<file path="src/rtl/jtag_tap_oversampled_if.sv">
// JTAG pin bundle between a probe (master) and the oversampled TAP (slave).
interface jtag_tap_oversampled_if;
  logic tck;
  logic tms;
  logic tdi;
  logic tdo;
  logic tdo_oe;

  modport master (output tck, tms, tdi, input tdo, tdo_oe);
  modport slave  (input tck, tms, tdi, output tdo, tdo_oe);
endinterface

</file>
<file path="src/rtl/jtag_tap_oversampled.sv">
// JTAG TAP slave running entirely in the clk domain: tck/tms/tdi are synchronised,
// tck edges are detected by oversampling, and all TAP state advances on those edges.
module jtag_tap_oversampled #(
  parameter int unsigned         IR_WIDTH     = 6,
  parameter int unsigned         DR_WIDTH     = 32,
  parameter int unsigned         NUM_CHAN     = 4,
  parameter int unsigned         SYNC_STAGES  = 2,
  parameter logic [IR_WIDTH-1:0] IR_IDCODE    = 6'b001001,
  parameter logic [IR_WIDTH-1:0] IR_USER_BASE = 6'b000010,
  parameter logic [31:0]         IDCODE       = 32'h0A001093,
  localparam int unsigned        CHAN_W       = (NUM_CHAN > 1) ? $clog2(NUM_CHAN) : 1
) (
  input  logic                         clk,
  input  logic                         reset,
  jtag_tap_oversampled_if.slave        jtag,
  output logic [3:0]                   tap_state,
  input  logic [NUM_CHAN*DR_WIDTH-1:0] cap_data,
  output logic [NUM_CHAN-1:0]          cap_strobe,
  output logic [DR_WIDTH-1:0]          upd_data,
  output logic [CHAN_W-1:0]            upd_chan,
  output logic                         upd_valid
);

  typedef enum logic [3:0] {
    TLR      = 4'hF, RTI      = 4'hC,
    SEL_DR   = 4'h7, CAP_DR   = 4'h6, SHIFT_DR = 4'h2, EXIT1_DR = 4'h1,
    PAUSE_DR = 4'h3, EXIT2_DR = 4'h0, UPD_DR   = 4'h5,
    SEL_IR   = 4'h4, CAP_IR   = 4'hE, SHIFT_IR = 4'hA, EXIT1_IR = 4'h9,
    PAUSE_IR = 4'hB, EXIT2_IR = 4'h8, UPD_IR   = 4'hD
  } tap_state_e;

  typedef enum logic [1:0] {SEL_BYPASS, SEL_IDCODE, SEL_USER} dr_sel_e;

  typedef struct packed {
    logic tck;
    logic tms;
    logic tdi;
  } pins_t;

  localparam int unsigned MASK_MAX = SYNC_STAGES + 1;
  localparam int unsigned MASK_W   = $clog2(SYNC_STAGES + 2);

  pins_t                sync_q [SYNC_STAGES];
  pins_t                sync_d [SYNC_STAGES];
  logic                 tck_prev_q, tck_prev_d;
  logic [MASK_W-1:0]    mask_cnt_q, mask_cnt_d;
  tap_state_e           state_q, state_d, state_nxt;
  logic [IR_WIDTH-1:0]  ir_q, ir_d;
  logic [IR_WIDTH-1:0]  ir_sr_q, ir_sr_d;
  logic                 bypass_q, bypass_d;
  logic [31:0]          idcode_sr_q, idcode_sr_d;
  logic [DR_WIDTH-1:0]  chan_sr_q [NUM_CHAN];
  logic [DR_WIDTH-1:0]  chan_sr_d [NUM_CHAN];
  logic                 tdo_q, tdo_d;
  logic                 tdo_oe_q, tdo_oe_d;
  logic [NUM_CHAN-1:0]  cap_strobe_q, cap_strobe_d;
  logic [DR_WIDTH-1:0]  upd_data_q, upd_data_d;
  logic [CHAN_W-1:0]    upd_chan_q, upd_chan_d;
  logic                 upd_valid_q, upd_valid_d;

  pins_t                pins_s;
  logic                 armed;
  logic                 rise;
  logic                 fall;
  dr_sel_e              dr_sel;
  logic [CHAN_W-1:0]    sel_chan;
  logic [IR_WIDTH-1:0]  user_off;

  // Synchroniser chain and tck edge detection, masked until the chain has refilled.
  always_comb begin
    sync_d[0] = {jtag.tck, jtag.tms, jtag.tdi};
    for (int i = 1; i < SYNC_STAGES; i++) sync_d[i] = sync_q[i-1];
    pins_s     = sync_q[SYNC_STAGES-1];
    armed      = (mask_cnt_q == MASK_W'(MASK_MAX));
    mask_cnt_d = armed ? mask_cnt_q : mask_cnt_q + 1'b1;
    tck_prev_d = pins_s.tck;
    rise       = armed &  pins_s.tck & ~tck_prev_q;
    fall       = armed & ~pins_s.tck &  tck_prev_q;
  end

  // Instruction decode; out-of-range user codes wrap to large offsets and fall to BYPASS.
  always_comb begin
    user_off = ir_q - IR_USER_BASE;
    dr_sel   = SEL_BYPASS;
    sel_chan = '0;
    if (ir_q == '1) begin
      dr_sel = SEL_BYPASS;
    end else if (ir_q == IR_IDCODE) begin
      dr_sel = SEL_IDCODE;
    end else if (32'(user_off) < NUM_CHAN) begin
      dr_sel   = SEL_USER;
      sel_chan = CHAN_W'(user_off);
    end
  end

  always_comb begin
    state_nxt = state_q;
    case (state_q)
      TLR:      state_nxt = pins_s.tms ? TLR      : RTI;
      RTI:      state_nxt = pins_s.tms ? SEL_DR   : RTI;
      SEL_DR:   state_nxt = pins_s.tms ? SEL_IR   : CAP_DR;
      CAP_DR:   state_nxt = pins_s.tms ? EXIT1_DR : SHIFT_DR;
      SHIFT_DR: state_nxt = pins_s.tms ? EXIT1_DR : SHIFT_DR;
      EXIT1_DR: state_nxt = pins_s.tms ? UPD_DR   : PAUSE_DR;
      PAUSE_DR: state_nxt = pins_s.tms ? EXIT2_DR : PAUSE_DR;
      EXIT2_DR: state_nxt = pins_s.tms ? UPD_DR   : SHIFT_DR;
      UPD_DR:   state_nxt = pins_s.tms ? SEL_DR   : RTI;
      SEL_IR:   state_nxt = pins_s.tms ? TLR      : CAP_IR;
      CAP_IR:   state_nxt = pins_s.tms ? EXIT1_IR : SHIFT_IR;
      SHIFT_IR: state_nxt = pins_s.tms ? EXIT1_IR : SHIFT_IR;
      EXIT1_IR: state_nxt = pins_s.tms ? UPD_IR   : PAUSE_IR;
      PAUSE_IR: state_nxt = pins_s.tms ? EXIT2_IR : PAUSE_IR;
      EXIT2_IR: state_nxt = pins_s.tms ? UPD_IR   : SHIFT_IR;
      UPD_IR:   state_nxt = pins_s.tms ? SEL_DR   : RTI;
      default:  state_nxt = TLR;
    endcase
  end

  always_comb begin
    // NOTE: every _d gets its hold value first so no path through this block infers a latch.
    state_d      = state_q;
    ir_d         = ir_q;
    ir_sr_d      = ir_sr_q;
    bypass_d     = bypass_q;
    idcode_sr_d  = idcode_sr_q;
    chan_sr_d    = chan_sr_q;
    tdo_d        = tdo_q;
    tdo_oe_d     = tdo_oe_q;
    cap_strobe_d = '0;
    upd_data_d   = upd_data_q;
    upd_chan_d   = upd_chan_q;
    upd_valid_d  = 1'b0;

    if (rise) begin
      state_d = state_nxt;
      if (state_q == SHIFT_DR) begin
        case (dr_sel)
          SEL_IDCODE: idcode_sr_d = {pins_s.tdi, idcode_sr_q[31:1]};
          SEL_USER:   chan_sr_d[sel_chan] = {pins_s.tdi, chan_sr_q[sel_chan][DR_WIDTH-1:1]};
          default:    bypass_d = pins_s.tdi;
        endcase
      end
      if (state_q == SHIFT_IR) ir_sr_d = {pins_s.tdi, ir_sr_q[IR_WIDTH-1:1]};

      // Capture and update act on entry to their states, so strobes align with tap_state.
      case (state_nxt)
        CAP_DR: begin
          bypass_d    = 1'b0;
          idcode_sr_d = IDCODE;
          if (dr_sel == SEL_USER) begin
            chan_sr_d[sel_chan]    = cap_data[32'(sel_chan) * DR_WIDTH +: DR_WIDTH];
            cap_strobe_d[sel_chan] = 1'b1;
          end
        end
        CAP_IR: ir_sr_d = IR_WIDTH'(1);
        UPD_IR: ir_d = ir_sr_q;
        UPD_DR: begin
          if (dr_sel == SEL_USER) begin
            upd_data_d  = chan_sr_q[sel_chan];
            upd_chan_d  = sel_chan;
            upd_valid_d = 1'b1;
          end
        end
        TLR:     ir_d = IR_IDCODE;
        default: ;
      endcase
    end

    if (fall) begin
      tdo_oe_d = (state_q == SHIFT_DR) || (state_q == SHIFT_IR);
      if (state_q == SHIFT_IR) begin
        tdo_d = ir_sr_q[0];
      end else begin
        case (dr_sel)
          SEL_IDCODE: tdo_d = idcode_sr_q[0];
          SEL_USER:   tdo_d = chan_sr_q[sel_chan][0];
          default:    tdo_d = bypass_q;
        endcase
      end
    end
  end

  always_ff @(posedge clk or negedge reset) begin
    if (!reset) begin
      // NOTE: the channel register array is reset because its contents are visible on tdo.
      sync_q       <= '{default: '0};
      tck_prev_q   <= 1'b0;
      mask_cnt_q   <= '0;
      state_q      <= TLR;
      ir_q         <= IR_IDCODE;
      ir_sr_q      <= '0;
      bypass_q     <= 1'b0;
      idcode_sr_q  <= '0;
      chan_sr_q    <= '{default: '0};
      tdo_q        <= 1'b0;
      tdo_oe_q     <= 1'b0;
      cap_strobe_q <= '0;
      upd_data_q   <= '0;
      upd_chan_q   <= '0;
      upd_valid_q  <= 1'b0;
    end else begin
      // NOTE: non-blocking assignments so every flop samples pre-edge values.
      sync_q       <= sync_d;
      tck_prev_q   <= tck_prev_d;
      mask_cnt_q   <= mask_cnt_d;
      state_q      <= state_d;
      ir_q         <= ir_d;
      ir_sr_q      <= ir_sr_d;
      bypass_q     <= bypass_d;
      idcode_sr_q  <= idcode_sr_d;
      chan_sr_q    <= chan_sr_d;
      tdo_q        <= tdo_d;
      tdo_oe_q     <= tdo_oe_d;
      cap_strobe_q <= cap_strobe_d;
      upd_data_q   <= upd_data_d;
      upd_chan_q   <= upd_chan_d;
      upd_valid_q  <= upd_valid_d;
    end
  end

  assign jtag.tdo    = tdo_q;
  assign jtag.tdo_oe = tdo_oe_q;
  assign tap_state   = state_q;
  assign cap_strobe  = cap_strobe_q;
  assign upd_data    = upd_data_q;
  assign upd_chan    = upd_chan_q;
  assign upd_valid   = upd_valid_q;

endmodule

</file>
<file path="src/flat_wrapper.sv">
// flat-port wrapper written by rule: the top's interface ports become plain ports
module jtag_tap_oversampled_flat 
#(
  parameter int unsigned         IR_WIDTH     = 6,
  parameter int unsigned         DR_WIDTH     = 32,
  parameter int unsigned         NUM_CHAN     = 4,
  parameter int unsigned         SYNC_STAGES  = 2,
  parameter logic [IR_WIDTH-1:0] IR_IDCODE    = 6'b001001,
  parameter logic [IR_WIDTH-1:0] IR_USER_BASE = 6'b000010,
  parameter logic [31:0]         IDCODE       = 32'h0A001093,
  localparam int unsigned        CHAN_W       = (NUM_CHAN > 1) ? $clog2(NUM_CHAN) : 1
)
  (clk, reset, tap_state, cap_data, cap_strobe, upd_data, upd_chan, upd_valid, jtag_tck, jtag_tms, jtag_tdi, jtag_tdo, jtag_tdo_oe);
  jtag_tap_oversampled_if jtag_i ();
  input  logic clk;
  input  logic reset;
  output logic [3:0] tap_state;
  input  logic [NUM_CHAN*DR_WIDTH-1:0] cap_data;
  output logic [NUM_CHAN-1:0] cap_strobe;
  output logic [DR_WIDTH-1:0] upd_data;
  output logic [CHAN_W-1:0] upd_chan;
  output logic upd_valid;
  input wire logic [$bits(jtag_i.tck)-1:0] jtag_tck;
  input wire logic [$bits(jtag_i.tms)-1:0] jtag_tms;
  input wire logic [$bits(jtag_i.tdi)-1:0] jtag_tdi;
  output wire logic [$bits(jtag_i.tdo)-1:0] jtag_tdo;
  output wire logic [$bits(jtag_i.tdo_oe)-1:0] jtag_tdo_oe;
  assign jtag_i.tck = jtag_tck;
  assign jtag_i.tms = jtag_tms;
  assign jtag_i.tdi = jtag_tdi;
  assign jtag_tdo = jtag_i.tdo;
  assign jtag_tdo_oe = jtag_i.tdo_oe;
  jtag_tap_oversampled #(.IR_WIDTH(IR_WIDTH), .DR_WIDTH(DR_WIDTH), .NUM_CHAN(NUM_CHAN), .SYNC_STAGES(SYNC_STAGES), .IR_IDCODE(IR_IDCODE), .IR_USER_BASE(IR_USER_BASE), .IDCODE(IDCODE)) u_core (.clk(clk), .reset(reset), .jtag(jtag_i), .tap_state(tap_state), .cap_data(cap_data), .cap_strobe(cap_strobe), .upd_data(upd_data), .upd_chan(upd_chan), .upd_valid(upd_valid));
endmodule
</file>
<file path="config.mk">
export PLATFORM = sky130hd
export DESIGN_NAME = jtag_tap_oversampled_flat
export DESIGN_NICKNAME = d
export VERILOG_FILES = /design/src/rtl/jtag_tap_oversampled_if.sv /design/src/rtl/jtag_tap_oversampled.sv /design/src/flat_wrapper.sv
export SDC_FILE = /design/constraint.sdc
export NUM_CORES = 1
export LEC_CHECK = 0
export ABC_AREA = 0
export BUFFER_PORTS_ARGS = -buffer_cell sky130_fd_sc_hd__buf_2
export CAP_MARGIN = 20
export CORE_MARGIN = 2
export CORE_UTILIZATION = 35
export DETAILED_ROUTE_END_ITERATION = 8
export PLACE_DENSITY = 0.64
export SLEW_MARGIN = 40
export SYNTH_ARGS = -nofsm -noshare
export SYNTH_HDL_FRONTEND = slang
export SYNTH_SLANG_ARGS = --single-unit
</file>
<file path="constraint.sdc">
create_clock -name clk -period 4.15 [get_ports clk]
set_clock_uncertainty 0.15 [all_clocks]
set_input_delay 0.6225 -clock clk [delete_from_list [all_inputs] [get_ports clk]]
set_output_delay 0.6225 -clock clk [all_outputs]
set_load 0.02 [all_outputs]
</file>
==> results.md <==
- Syn-to-layout area delta: 20.5%
- Area of the core: 30700 sq um
- CTS sink cnt: 227
- DRC viols: 0
- Fillers: 2984
- Status: complete, no violations
- Initial Utilization: 35.6%
- Crit-path max FO: 23
- Switching share of power: 30.4%
- Gr ovfl total: 0
- Worst skew pair latency: 0.53 ns
- Critical R2R Launch: u_core.ir_q[1]$_DFFE_PN0P_
- Pwr/cell area: 477 nW/um^2
- Detailed placement HPWL: 23.2 mm
- Psw: 1.91 mW
- Power Total: 6.28 mW
- H-tree levels: 1
- Share of layout cells above drive strength 1: 24.0%
- Nets@finish: 1399
- Worst EP arrival: 3.71 ns
- Final hold violation count: 0
- Int Pwr: 4.37 mW
- Worst slew pin tran: 0.779 ns
- Cell variety after synth: 58
- Critical path type: flip-flop to flip-flop
- Max Cap Violations: 0
- CTS Root Cell: clkbuf_16
- RSZ-0062 raised after global routing: no
- Register area: 5690 sq um
- Main flop type after synthesis: dfrtp_1
- Fin util: 42.9%
- Mean Syn Cell Area: 9.82 sq um
- Hold path start: jtag_tck
- Leakage: 5.71 nW
- Final slew viol count: 0
- Final Cycle Share: 83.5%
- Post-synth ARST share: 100%
- Synthesized area: 10900 sq um
- CTS tree: done
- Final setup viols: 0
- Hold Path Class: input pin to flip-flop
- 1st-pass router iterations: 5
- Die width: 181 um
- TNS Setup: 0 ns
- Vias in the first global route: 9722
- Initial DRC count: 859
- GP Congestion: 0.843
- Largest net degree at the start of global routing: 73
- DRT antenna net count: 0
- Hold Path Stages: 1
- Register-to-Register Path Depth: 12
- Via count: 9663
- Sequential Power Share: 39.5%
- Clock share of power: 37.2%
- Num CTS Buffers: 26
- Yosys reg bits: 227
- CP endpoint kind: flip-flop
- Minimum clock period: 3.46 ns
- Clock Path Buffers: 3
- Global-route wire length before repair: 55.3 mm
- Multi-input gate area: 4740 sq um
- Sequential element share of the synthesized area: 52.1%
- Die area: 32600 sq um
- GRT Util Overall: 20.9%
- Worst Setup SP: u_core.ir_q[1]$_DFFE_PN0P_
- Type of origin of the critical path: flip-flop
- YS warnings: 0
- Port bufs: 177
- Most frequent cells in the layout: dfrtp_1 (221), buf_2 (176), a21oi_1 (163)
- Antenna violations before repair: 3
- Syn_nets: 1250
- Fmax: 0.289 GHz
- VDD IR max: 367 uV
- WL/cell: 20.6 um
- Post-Route WL: 34.6 mm
- FP Rows: 64
- Power share of the combinational group: 23.3%
- Die Ht: 181 um
- Req. time, crit path: 4.40 ns
- EDFF count, synth: 0
- IO Pins: 178
- Clock-pin transition on the worst setup and hold timing paths: 0.06 ns
- Commonest non-fill, non-tap cell in the layout: dfrtp_1
- DR vias/cell: 5.76
- Syn Inst Count: 1113
- Rel. slew slack: 47.7%
==> per-stage QoR <==
stage	cells	area, sq um	setup slack [ns]	hold slack (ns)
after floorplan	1113	10900	1.26	0.177
after global routing	1677	13200	0.469	0.0312
after CTS	1677	13200	0.750	0.0325
after global placement	1628	12300	0.865	0.183
final	1678	13200	0.686	0.0492
after detailed placement	1629	12300	0.747	0.187
==> metal layers <==
metal  wire, um  part of all wire, %  GRT usage, %  vias to the layer above
met5         21                0.061             0                        -
met2      15700                   45          33.0                      387
li1           -                    -             -                     4475
met4        917                  2.6          5.81                        4
met3       2840                  8.2          4.17                       68
met1      15200                   44          29.3                     4729
==> worst max-delay path, cell delays in order, from the launching register on <==
cell     delay (ns)
dfrtp_1        0.41
inv_2          0.17
ha_1           0.19
mux2i_1        0.25
and3_1         0.19
buf_4          0.20
nand2_4        0.07
inv_2          0.06
ha_1           0.34
nand3_2        0.39
nor2_2         0.56
buf_12         0.26
a21oi_1        0.09
==> synth_stat cells (2+ instances only) <==
cell type  instances  area (sq um)
a221oi_2           2          30.0
nor3_1             2          10.0
buf_6              4          45.0
o22ai_1           93           582
a22oi_1           22           165
nor4_4             3          63.8
a22o_1            31           272
clkbuf_1          41           154
o32ai_1           31           272
and3_1             4          25.0
a31oi_1            5          31.3
inv_1             15          56.3
inv_2              3          11.3
dfrtp_1          221          5530
mux2_2             6          67.6
nand3_2            3          30.0
buf_1              4          15.0
buf_2             44           220
a21oi_1          163           816
o21ai_0           80           400
a2bb2oi_1         31           272
nand3_1           14          70.1
dfstp_2            6           158
o21ai_1           30           150
o22a_1             4          35.0
mux2i_1           32           320
nand4_1            3          18.8
ha_1               4          50.1
nor2b_1            3          18.8
buf_4              4          30.0
nor2_1            29           109
a22oi_2            9           113
nand2_1          139           522
o31ai_1            4          30.0
==> area by class of cell <==
class / instances / share of cell area (%)
Antenna cell: 1 / 0.0190
Clock buffer: 38 / 5.68
Clock inverter: 9 / 0.941
Inverter: 19 / 0.542
Multi-Input combinational cell: 770 / 36.0
Sequential cell: 227 / 43.2
Tap cell: 396 / 3.76
Timing Repair Buffer: 218 / 9.79
==> kinds of logic after synthesis <==
family | synth area share (%)
xor gates and xnor gates | 0.0802
AOI/OAI and AO/OA | 29.7
muxes | 3.55
and+or+nand+nor | 9.29
buffers and inverters | 4.90
adders and majority gates | 0.458
DFF | 52.1
==> registers in the layout, indices dropped and copies added (netlist names), 2 cells and up <==
signal and cells:
u_core.sync_d 3, u_core.cap_strobe 4, u_core.chan_sr_q 128, u_core.ir_q 6
u_core.mask_cnt_q 2, u_core.ir_sr_q 6, u_core.idcode_sr_q 32, u_core.pins_s 2
u_core.upd_data 32, u_core.tap_state 4, u_core.upd_chan 2
==> repair_timing <==
action	in CTS	in global routing
gates resized for setup	0	0
hold buffers	1	0
endpoints found under the hold margin	43	0
setup buffers	0	0
==> power by group through the flow <==
stage	Combinational, mW	Sequential, mW	Clock, mW
after CTS	1.45	2.48	2.39
after global routing	1.59	2.50	2.48
final	1.46	2.48	2.34
after floorplan	1.02	2.48	0
after global placement	1.43	2.51	0
after detailed placement	1.45	2.52	0
==> worst paths after layout <==
check	end	slack [ns]
worst max-delay path	u_core.chan_sr_q[102]$_DFFE_PN0P_	0.69
worst min-delay path	u_core.sync_d[2]$_DFF_PN0_	0.05
worst max register to register	u_core.chan_sr_q[102]$_DFFE_PN0P_	0.69
worst min register to register	u_core.pins_s[1]$_DFF_PN0_	0.20
max in group asynchronous	u_core.chan_sr_q[119]$_DFFE_PN0P_	2.35
min in group asynchronous	u_core.upd_data[21]$_DFFE_PN0P_	0.44
Power figures use the tool's default switching activity.
